<file path="config.mk">
export PLATFORM = sky130hd
export DESIGN_NAME = maxpool_engine
export DESIGN_NICKNAME = d
export VERILOG_FILES = /design/src/rtl/maxpool_engine_pkg.sv /design/src/rtl/maxpool_engine_addrgen.sv /design/src/rtl/maxpool_engine.sv
export SDC_FILE = /design/constraint.sdc
export NUM_CORES = 2
export LEC_CHECK = 0
export CAP_MARGIN = 20
export CORE_UTILIZATION = 55
export CTS_BUF_LIST = sky130_fd_sc_hd__clkbuf_4
export CTS_CLUSTER_DIAMETER = 40
export DETAILED_ROUTE_END_ITERATION = 7
export PLACE_DENSITY = 0.74
export SYNTH_ARGS = -nofsm -noshare
export SYNTH_HDL_FRONTEND = slang
export SYNTH_HIERARCHICAL = 1
export SYNTH_SLANG_ARGS = --single-unit
</file>
<file path="constraint.sdc">
create_clock -name clk -period 13.95 [get_ports clk]
set_input_delay 1.395 -clock clk [delete_from_list [all_inputs] [get_ports clk]]
set_output_delay 1.395 -clock clk [all_outputs]
set_load 0.1 [all_outputs]
</file>
<file path="src/rtl/maxpool_engine_pkg.sv">
`default_nettype none
// +--------------------------------------------------------------+
// | maxpool_engine_pkg : FSM state encoding and running-max seed |
// | rev 1.0                                                      |
// +--------------------------------------------------------------+
package maxpool_engine_pkg;

  typedef enum logic [2:0] {
    S_IDLE  = 3'd0,
    S_RD    = 3'd1,
    S_DRAIN = 3'd2,
    S_WR    = 3'd3,
    S_DONE  = 3'd4
  } mp_state_t;

  localparam logic signed [7:0] c_MAX_INIT = 8'sh80;

endpackage
`default_nettype wire

</file>
<file path="src/rtl/maxpool_engine_addrgen.sv">
`default_nettype none
// +--------------------------------------------------------------+
// | maxpool_addrgen : window/kernel counters and BRAM addressing |
// | rev 1.0                                                      |
// +--------------------------------------------------------------+
module maxpool_addrgen #(
  parameter int MEMADDRBIT = 17
) (
  input  logic                  clk,
  input  logic                  rst,
  input  logic [MEMADDRBIT-1:0] i_dkr,
  input  logic [MEMADDRBIT-1:0] i_dkc,
  input  logic [MEMADDRBIT-1:0] i_dr,
  input  logic [MEMADDRBIT-1:0] i_dc,
  input  logic [MEMADDRBIT-1:0] i_di,
  input  logic [MEMADDRBIT-1:0] i_dr_out,
  input  logic [MEMADDRBIT-1:0] i_dc_out,
  input  logic [MEMADDRBIT-1:0] i_di_out,
  input  logic [MEMADDRBIT-1:0] i_inaddr,
  input  logic [MEMADDRBIT-1:0] i_outaddr,
  input  logic [2:0]            i_step,
  input  logic                  i_clear,
  input  logic                  i_k_adv,
  input  logic                  i_w_adv,
  output logic                  o_k_last,
  output logic                  o_w_last,
  output logic                  o_elem_valid,
  output logic [MEMADDRBIT-1:0] o_in_addr,
  output logic [MEMADDRBIT-1:0] o_out_addr,
  output logic [MEMADDRBIT-1:0] o_ii,
  output logic [MEMADDRBIT-1:0] o_ir,
  output logic [MEMADDRBIT-1:0] o_ic
);

  typedef logic [MEMADDRBIT-1:0] addr_t;
  localparam addr_t c_ONE = addr_t'(1);

  addr_t r_ii, r_ir, r_ic, r_ikr, r_ikc;
  addr_t w_step, w_row, w_col;
  logic  w_kc_last, w_kr_last, w_ic_last, w_ir_last, w_ii_last;

  assign w_step    = addr_t'(i_step);
  assign w_row     = r_ir * w_step + r_ikr;
  assign w_col     = r_ic * w_step + r_ikc;
  assign w_kc_last = (r_ikc == i_dkc - c_ONE);
  assign w_kr_last = (r_ikr == i_dkr - c_ONE);
  assign w_ic_last = (r_ic == i_dc_out - c_ONE);
  assign w_ir_last = (r_ir == i_dr_out - c_ONE);
  assign w_ii_last = (r_ii == i_di_out - c_ONE);

  assign o_k_last     = w_kr_last && w_kc_last;
  assign o_w_last     = w_ii_last && w_ir_last && w_ic_last;
  // Kernel taps hanging off the input edge are skipped but still take their cycle
  assign o_elem_valid = (w_row < i_dr) && (w_col < i_dc) && (r_ii < i_di);
  assign o_in_addr    = i_inaddr + r_ii * i_dr * i_dc + w_row * i_dc + w_col;
  assign o_out_addr   = i_outaddr + r_ii * i_dr_out * i_dc_out + r_ir * i_dc_out + r_ic;
  assign o_ii         = r_ii;
  assign o_ir         = r_ir;
  assign o_ic         = r_ic;

  always_ff @(posedge clk or negedge rst) begin
    if (!rst) begin
      r_ii  <= '0;
      r_ir  <= '0;
      r_ic  <= '0;
      r_ikr <= '0;
      r_ikc <= '0;
    end else if (i_clear) begin
      r_ii  <= '0;
      r_ir  <= '0;
      r_ic  <= '0;
      r_ikr <= '0;
      r_ikc <= '0;
    end else begin
      if (i_k_adv) begin
        if (w_kc_last) begin
          r_ikc <= '0;
          r_ikr <= w_kr_last ? '0 : r_ikr + c_ONE;
        end else begin
          r_ikc <= r_ikc + c_ONE;
        end
      end
      if (i_w_adv) begin
        if (w_ic_last) begin
          r_ic <= '0;
          if (w_ir_last) begin
            r_ir <= '0;
            r_ii <= w_ii_last ? '0 : r_ii + c_ONE;
          end else begin
            r_ir <= r_ir + c_ONE;
          end
        end else begin
          r_ic <= r_ic + c_ONE;
        end
      end
    end
  end

endmodule
`default_nettype wire

</file>
<file path="src/rtl/maxpool_engine.sv">
`default_nettype none
// +--------------------------------------------------------------+
// | maxpool_engine : windowed signed max-pool over a shared BRAM |
// | rev 1.0                                                      |
// +--------------------------------------------------------------+
module maxpool_engine
  import maxpool_engine_pkg::*;
#(
  parameter int WIDTH      = 8,
  parameter int MEMADDRBIT = 17
) (
  input  logic                  clk,
  input  logic                  rst,
  input  logic                  mp_start,
  input  logic                  mp_enable,
  input  logic [MEMADDRBIT-1:0] mp_dkr,
  input  logic [MEMADDRBIT-1:0] mp_dkc,
  input  logic [MEMADDRBIT-1:0] mp_dr,
  input  logic [MEMADDRBIT-1:0] mp_dc,
  input  logic [MEMADDRBIT-1:0] mp_di,
  input  logic [MEMADDRBIT-1:0] mp_dr_out,
  input  logic [MEMADDRBIT-1:0] mp_dc_out,
  input  logic [MEMADDRBIT-1:0] mp_di_out,
  input  logic [MEMADDRBIT-1:0] mp_inaddr,
  input  logic [MEMADDRBIT-1:0] mp_outaddr,
  input  logic [2:0]            mp_step,
  output logic [MEMADDRBIT-1:0] mp_memaddr,
  output logic                  mp_wea,
  output logic [WIDTH-1:0]      mp_mem_in,
  input  logic [WIDTH-1:0]      mp_mem_out,
  output logic [MEMADDRBIT-1:0] mp_ir_out,
  output logic [MEMADDRBIT-1:0] mp_ic_out,
  output logic [MEMADDRBIT-1:0] mp_ii_out,
  output logic                  mp_busy,
  output logic                  mp_picture_finish
);

  localparam logic [WIDTH-1:0] c_MAX_RESET = WIDTH'(c_MAX_INIT);

  mp_state_t             r_state, w_state_nxt;
  logic [MEMADDRBIT-1:0] r_dkr, r_dkc, r_dr, r_dc, r_di, r_dr_out, r_dc_out, r_di_out;
  logic [MEMADDRBIT-1:0] r_inaddr, r_outaddr;
  logic [2:0]            r_step;
  logic [WIDTH-1:0]      r_max;
  logic                  r_rd_pend;

  logic                  w_clear, w_k_adv, w_w_adv, w_rd_issue;
  logic                  w_k_last, w_w_last, w_elem_valid, w_cfg_zero;
  logic [MEMADDRBIT-1:0] w_in_addr, w_out_addr;

  assign w_cfg_zero = (mp_dkr == '0) || (mp_dkc == '0) || (mp_dr_out == '0) ||
                      (mp_dc_out == '0) || (mp_di_out == '0);

  maxpool_addrgen #(.MEMADDRBIT(MEMADDRBIT)) u_addrgen (
    .clk          (clk),
    .rst          (rst),
    .i_dkr        (r_dkr),
    .i_dkc        (r_dkc),
    .i_dr         (r_dr),
    .i_dc         (r_dc),
    .i_di         (r_di),
    .i_dr_out     (r_dr_out),
    .i_dc_out     (r_dc_out),
    .i_di_out     (r_di_out),
    .i_inaddr     (r_inaddr),
    .i_outaddr    (r_outaddr),
    .i_step       (r_step),
    .i_clear      (w_clear),
    .i_k_adv      (w_k_adv),
    .i_w_adv      (w_w_adv),
    .o_k_last     (w_k_last),
    .o_w_last     (w_w_last),
    .o_elem_valid (w_elem_valid),
    .o_in_addr    (w_in_addr),
    .o_out_addr   (w_out_addr),
    .o_ii         (mp_ii_out),
    .o_ir         (mp_ir_out),
    .o_ic         (mp_ic_out)
  );

  always_comb begin
    w_state_nxt = r_state;
    w_clear     = 1'b0;
    w_k_adv     = 1'b0;
    w_w_adv     = 1'b0;
    w_rd_issue  = 1'b0;
    mp_wea      = 1'b0;
    mp_memaddr  = '0;
    case (r_state)
      S_IDLE: begin
        if (mp_start) begin
          w_clear     = 1'b1;
          w_state_nxt = w_cfg_zero ? S_DONE : S_RD;
        end
      end
      S_RD: begin
        if (mp_enable) begin
          w_k_adv = 1'b1;
          if (w_elem_valid) begin
            w_rd_issue = 1'b1;
            mp_memaddr = w_in_addr;
          end
          if (w_k_last) w_state_nxt = S_DRAIN;
        end
      end
      S_DRAIN: if (mp_enable) w_state_nxt = S_WR;
      S_WR: begin
        if (mp_enable) begin
          mp_wea      = 1'b1;
          mp_memaddr  = w_out_addr;
          w_w_adv     = 1'b1;
          w_state_nxt = w_w_last ? S_DONE : S_RD;
        end
      end
      S_DONE:  w_state_nxt = S_IDLE;
      default: w_state_nxt = S_IDLE;
    endcase
  end

  assign mp_mem_in         = mp_wea ? r_max : '0;
  assign mp_busy           = (r_state != S_IDLE);
  assign mp_picture_finish = (r_state == S_DONE);

  // Read data lands one cycle after its address; r_rd_pend marks that cycle even under stall
  always_ff @(posedge clk or negedge rst) begin
    if (!rst) begin
      r_state   <= S_IDLE;
      r_rd_pend <= 1'b0;
      r_max     <= c_MAX_RESET;
    end else begin
      r_state   <= w_state_nxt;
      r_rd_pend <= w_rd_issue;
      if (w_clear || mp_wea) begin
        r_max <= c_MAX_RESET;
      end else if (r_rd_pend && ($signed(mp_mem_out) > $signed(r_max))) begin
        r_max <= mp_mem_out;
      end
    end
  end

  always_ff @(posedge clk or negedge rst) begin
    if (!rst) begin
      r_dkr     <= '0;
      r_dkc     <= '0;
      r_dr      <= '0;
      r_dc      <= '0;
      r_di      <= '0;
      r_dr_out  <= '0;
      r_dc_out  <= '0;
      r_di_out  <= '0;
      r_inaddr  <= '0;
      r_outaddr <= '0;
      r_step    <= '0;
    end else if (r_state == S_IDLE && mp_start) begin
      r_dkr     <= mp_dkr;
      r_dkc     <= mp_dkc;
      r_dr      <= mp_dr;
      r_dc      <= mp_dc;
      r_di      <= mp_di;
      r_dr_out  <= mp_dr_out;
      r_dc_out  <= mp_dc_out;
      r_di_out  <= mp_di_out;
      r_inaddr  <= mp_inaddr;
      r_outaddr <= mp_outaddr;
      r_step    <= mp_step;
    end
  end

endmodule
`default_nettype wire

</file>
# --- Word level (Yosys, flattened, before mapping) ---
# Cells that the tools add are included.
totals:
  regBits: 270
  input_bits: 185
  out_inout_bits: 79
  word_cells: 134
op_classes:
  addsub: 18
  mul: 8
  magnitude_cmp: 4
  eq_ne: 14
  muxes: 42
  reduce_logical: 29
ops:
  columns: ["cell", "n"]
  rows:
  - ["$mux W17", 22]
  - ["$add A17 B17 Y17", 8]
  - ["$mul A17 B17 Y17", 6]
  - ["$add A17 B1 Y17 const B", 5]
  - ["$eq A17 B17 Y1", 5]
  - ["$logic_not A17 Y1", 5]
  - ["$sub A17 B1 Y17 const B", 5]
  - ["$lt A17 B17 Y1", 3]
  - ["$mul A17 B3 Y17", 2]
  - ["$pmux W17 S2", 1]
  - ["$mux W8", 3]
  - ["$mux W3", 7]
  - ["$pmux W3 S4", 1]
  - ["$reduce_bool A2 Y1", 6]
  - ["$gt A8 B8 Y1", 1]
  - ["$mux W1", 8]
  - ["$ne A2 B2 Y1 const B", 4]
  - ["$logic_and A1 B1 Y1", 7]
  - ["$eq A3 B2 Y1 const B", 2]
  - ["$logic_or A1 B1 Y1", 5]
  - ["$reduce_and A5 Y1", 1]
  - ["$reduce_and A2 Y1", 2]
  - ["$eq A3 B1 Y1 const B", 1]
  - ["$eq A3 B3 Y1 const B", 1]
  - ["4 further kinds", 4]

# --- Longest topological paths before layout ---
logic_depth:
  depth_word: 8
  ltp_mapped: 52

# --- Cells and area by module ---
# The synthesis kept the hierarchy.
modules_own_cells:
  columns: ["module", "n_inst", "cells_per_inst", "area_each_um2", "seq_area_each_um2"]
  rows:
  - ["maxpool_addrgen", 1, 4732, 40309.9, 2127.0]
  - ["maxpool_engine", 1, 524, 7682.4, 4630.7]

# --- Worst setup path after synthesis ---
# Ideal clock, no wire load.
synth_timing:
  path_type: "register to output"
  from: "register u_addrgen.r_ii[8] (netlist: u_addrgen/o_ii[8])"
  to: "output mp_memaddr[16]"
  arrival_time_ns: 12.937
  required_time_ns: 12.555
  slack_ns: -0.382
  path_stages_with_launch: 42
  n_path_buf: 3
  cell_sequence: "dfrtp_1 clkbuf_1 clkbuf_1 clkbuf_1 nand2_1 fa_1 fa_1 fa_1 fa_1 fa_1 fa_1 inv_1 ha_1 and2_1 a22o_1 nor2_1 xnor2_1 nand2_1 [... 6 more ...] fa_1 fa_1 fa_1 fa_1 xnor2_1 xnor2_1 xnor2_1 xnor2_1 xnor2_1 xnor2_1 xnor2_1 xnor3_1 xnor3_1 xnor3_1 xnor2_1 xnor2_1 xor2_1 a22o_1"
synth_via:
  elab_chain_len: 8
  word_cells_on_any_way: 16
  classes_between: "add/sub: 6; mul: 4; order compare: 1; mux: 4; reduce/logical: 1"
synth_rtl:
  columns: ["element", "line_no", "text"]
  rows:
  - ["from (decl)", "maxpool_engine_addrgen.sv:38", "addr_t r_ii, r_ir, r_ic, r_ikr, r_ikc;"]
  - ["from (signal assigned)", "maxpool_engine_addrgen.sv:88", "r_ii <= w_ii_last ? '0 : r_ii + c_ONE;"]
  - ["$mul A17 B17 Y17 (2 in series)", "maxpool_engine_addrgen.sv:55", "assign o_in_addr = i_inaddr + r_ii * i_dr * i_dc + w_row * i_dc + w_col;"]
  - ["$add A17 B17 Y17 (3 in series)", "maxpool_engine_addrgen.sv:55", null]
  - ["net w_in_addr[16]", "maxpool_engine.sv:49", "logic [MEMADDRBIT-1:0] w_in_addr, w_out_addr;"]
  - ["$mux W17", "maxpool_engine.sv:99", "if (w_elem_valid) begin"]
  - ["$mux W17", "maxpool_engine.sv:97", "if (mp_enable) begin"]
  - ["$pmux W17 S2", "maxpool_engine.sv:89", "case (r_state)"]
  - ["to (decl)", "maxpool_engine.sv:27", "output logic [MEMADDRBIT-1:0] mp_memaddr,"]
# The timed path passes the listed nets, and every way through them passes these cells.

# --- Worst setup path after layout ---
layout_timing:
  from: "register u_addrgen.r_ii[7] (netlist: u_addrgen/o_ii[7])"
  to: "output mp_memaddr[16]"
layout_via:
  word_cells_on_any_way: 16
  classes_between: "add/sub: 6; mul: 4; order compare: 1; mux: 4; reduce/logical: 1"
layout_rtl:
  columns: ["element", "line_no", "text"]
  rows:
  - ["$mul A17 B17 Y17 (2 in series)", "maxpool_engine_addrgen.sv:56", "assign o_out_addr = i_outaddr + r_ii * i_dr_out * i_dc_out + r_ir * i_dc_out + r_ic;"]
  - ["$add A17 B17 Y17 (3 in series)", "maxpool_engine_addrgen.sv:56", null]
  - ["net w_out_addr[16]", "maxpool_engine.sv:49", null]
  - ["$mux W17", "maxpool_engine.sv:108", "if (mp_enable) begin"]
  - ["$pmux W17 S2", "maxpool_engine.sv:89", null]
# The timed path passes the listed nets, and every way through them passes these cells.

==> reports/results.tsv <==
metric	value	unit
status	finished clean	
ys_warn_count	6	
critPathKind	reg2out	
synth_nets	6601	
min_path_type	in2async	
clk_pin_slew	0.06	ns
fillCellCount	7051	
synth_seq_cells	270	
tightest_slew	1.191	ns
yosysTopAreaCell	fa_1	
relSlewSlack	20.61	%
syn_area	47990	um2
finClkSkew	0.1078	ns
ff_latch_area	6797	um2
ant_nets	0	
nets	6889	
cap_violations	0	
dieWidth	297.4	um
synthDistinctLibCells	82	
multi_input_area	36800	um2
setup_viol	0	
area_growth	12.88	%
ys_seq_area_share	14.08	%
wl_per_cell	20.88	um
yosysMostFrequentCell	inv_1	
drcViolationCount	0	
final.period_utilization	99.18	%
synth_top_area_share	30.62	%
start_util	55.92	%
root_buffer	clkbuf_4	
ys.flop_type	dfrtp_1	
dp_hpwl	107600	um
vias	37630	
netlist_instances	5256	
required	12.56	ns
hold_violations	0	
worst_setup_path_start_kind	register	
gp_congestion	0.9701	
grt_max_degree	101	
syn_area_per_cell	9.131	um2
wl	140900	um
drive_gt1_share	8.750	%
grt_pass1_wl	220400	um
grt-ovfl-total	0	
htree_levels	3	
period_needed	13.84	ns
crit_fanout	5	
max_clock_freq	72.27	MHz
initialDrtViolationCount	2848	
synth_edf_count	0	
first_global_vias	39330	
netlist_top_cells_area	fa_1, dfrtp_1, ha_1, inv_1, and2_1	
slowest_delay	0.57	ns
reg2reg_slack	6.77	ns
cts_tree	built	
worstSetupEndpointType	output port	
dieArea	88440	um2
viasPerCell	5.575	
hold_slack	0.4811	ns
rsz0062_at_grt	true	
numCtsBuffers	78	
ys_top_cells_by_count	inv_1, fa_1, nand2_1	
dr.pass1.iters	6	
drv_slew	0	
ios	264	
cts.sink_count	270	
cp_data_arrival_time	12.44	ns
clock_path_buffers	3	
grt_util_all_layers	32.28	%
core-area	85820	um2
clk_latency	0.95	ns
rows	107	
antenna_found_initial	4	
async_flop_share	100.0	%
crit_path_frequent_cell	fa_1	
dieHeight	297.4	um
numPortBuffers	263	
critPathSlowestCell	fa_1	
cell type report:
type,instances,area share (%)
antenna,6,0.02771
clock buffer,111,1.538
clock inverter,25,0.3095
inverter,1009,6.991
multi-input combinational,3727,67.93
sequential,270,12.55
tap,1144,2.642
timing repair buffer,458,8.014
cells by family (layout without fill, tap and decap cells):
| group | after synthesis | in the layout | synth area share, % |
|---|---|---|---|
| DFF | 270 | 270 | 14.08 |
| adders and majority gates | 1160 | 1160 | 41.72 |
| xor gates and xnor gates | 426 | 426 | 7.918 |
| and+or+nand+nor | 1581 | 1581 | 16.81 |
| buffers and inverters | 1259 | 1603 | 10.13 |
| other | 0 | 6 | 0 |
| AOI/OAI and AO/OA | 377 | 377 | 5.066 |
| muxes | 183 | 183 | 4.276 |
stage by stage:
| stage | cells | setup WS (ns) | setup TNS [ns] | utilization, % | cell area (um2) |
|---|---|---|---|---|---|
| floorplan | 5256 | 0.07009 | 0 | - | 47990 |
| global placement | 6516 | 0.5519 | 0 | 60.36 | 51800 |
| detailed placement | 6516 | 0.3853 | 0 | 60.36 | 51800 |
| CTS | 6708 | 0.008542 | 0 | 62.49 | 53620 |
| global route | 6747 | -0.2793 | -0.2793 | 63.12 | 54170 |
| finish | 6750 | 0.1139 | 0 | 63.13 | 54170 |
worst max-delay path, delay by kind of cell (launching register included):
family | cells | cell delay (ns)
fa+ha+maj | 15 | 6.84
xor+xnor | 14 | 2.46
buf+inv | 11 | 0.90
compound gates | 3 | 0.54
flops | 1 | 0.47
simple gates | 2 | 0.33
path summary, 6_finish.rpt:
check	startpoint	to	depth (start not counted)
setup / recovery	u_addrgen/o_ii[7]$_DFFE_PN0P_	mp_memaddr[16]	45
hold / removal	rst	r_di_out[2]$_DFFE_PN0P_	1
setup reg to reg	r_step[1]$_DFFE_PN0P_	r_rd_pend$_DFF_PN0_	22
hold reg to reg	r_di[2]$_DFFE_PN0P_	r_di[2]$_DFFE_PN0P_	1
max in group asynchronous	rst	r_step[0]$_DFFE_PN0P_	3
min in group clk	r_di[2]$_DFFE_PN0P_	r_di[2]$_DFFE_PN0P_	1
per-layer routing:
metal	vias up	share of wire, %	track usage, %
li1	16750	-	-
met1	18680	40	42.04
met2	1808	46	52.14
met3	390	9.2	6.405
met4	6	4.8	14.48
met5	-	0.029	0
repair_timing:
item / CTS / global route
gates resized for setup: 77 / 67
setup endpoints to repair: 1 / 1
hold buffers: 0 / 0
cloned: 2 / 1
endpoints found under the hold margin: 0 / 0
buffers inserted: 54 / 35
pin swaps: 38 / 93
cell usage in the layout (no fill, tap or decap), drive strengths merged, types with 198 or more instances in the layout:
| master | instances |
|---|---|
| ha | 426 |
| and2 | 467 |
| clkdlybuf4s50 | 256 |
| inv | 1011 |
| fa | 734 |
| nor2 | 214 |
| dfrtp | 269 |
| xnor2 | 295 |
| buf | 198 |
| nand2 | 529 |
Power is not shown: default switching activity piles up to over one toggle a cycle in this logic, so the estimate is an artifact.
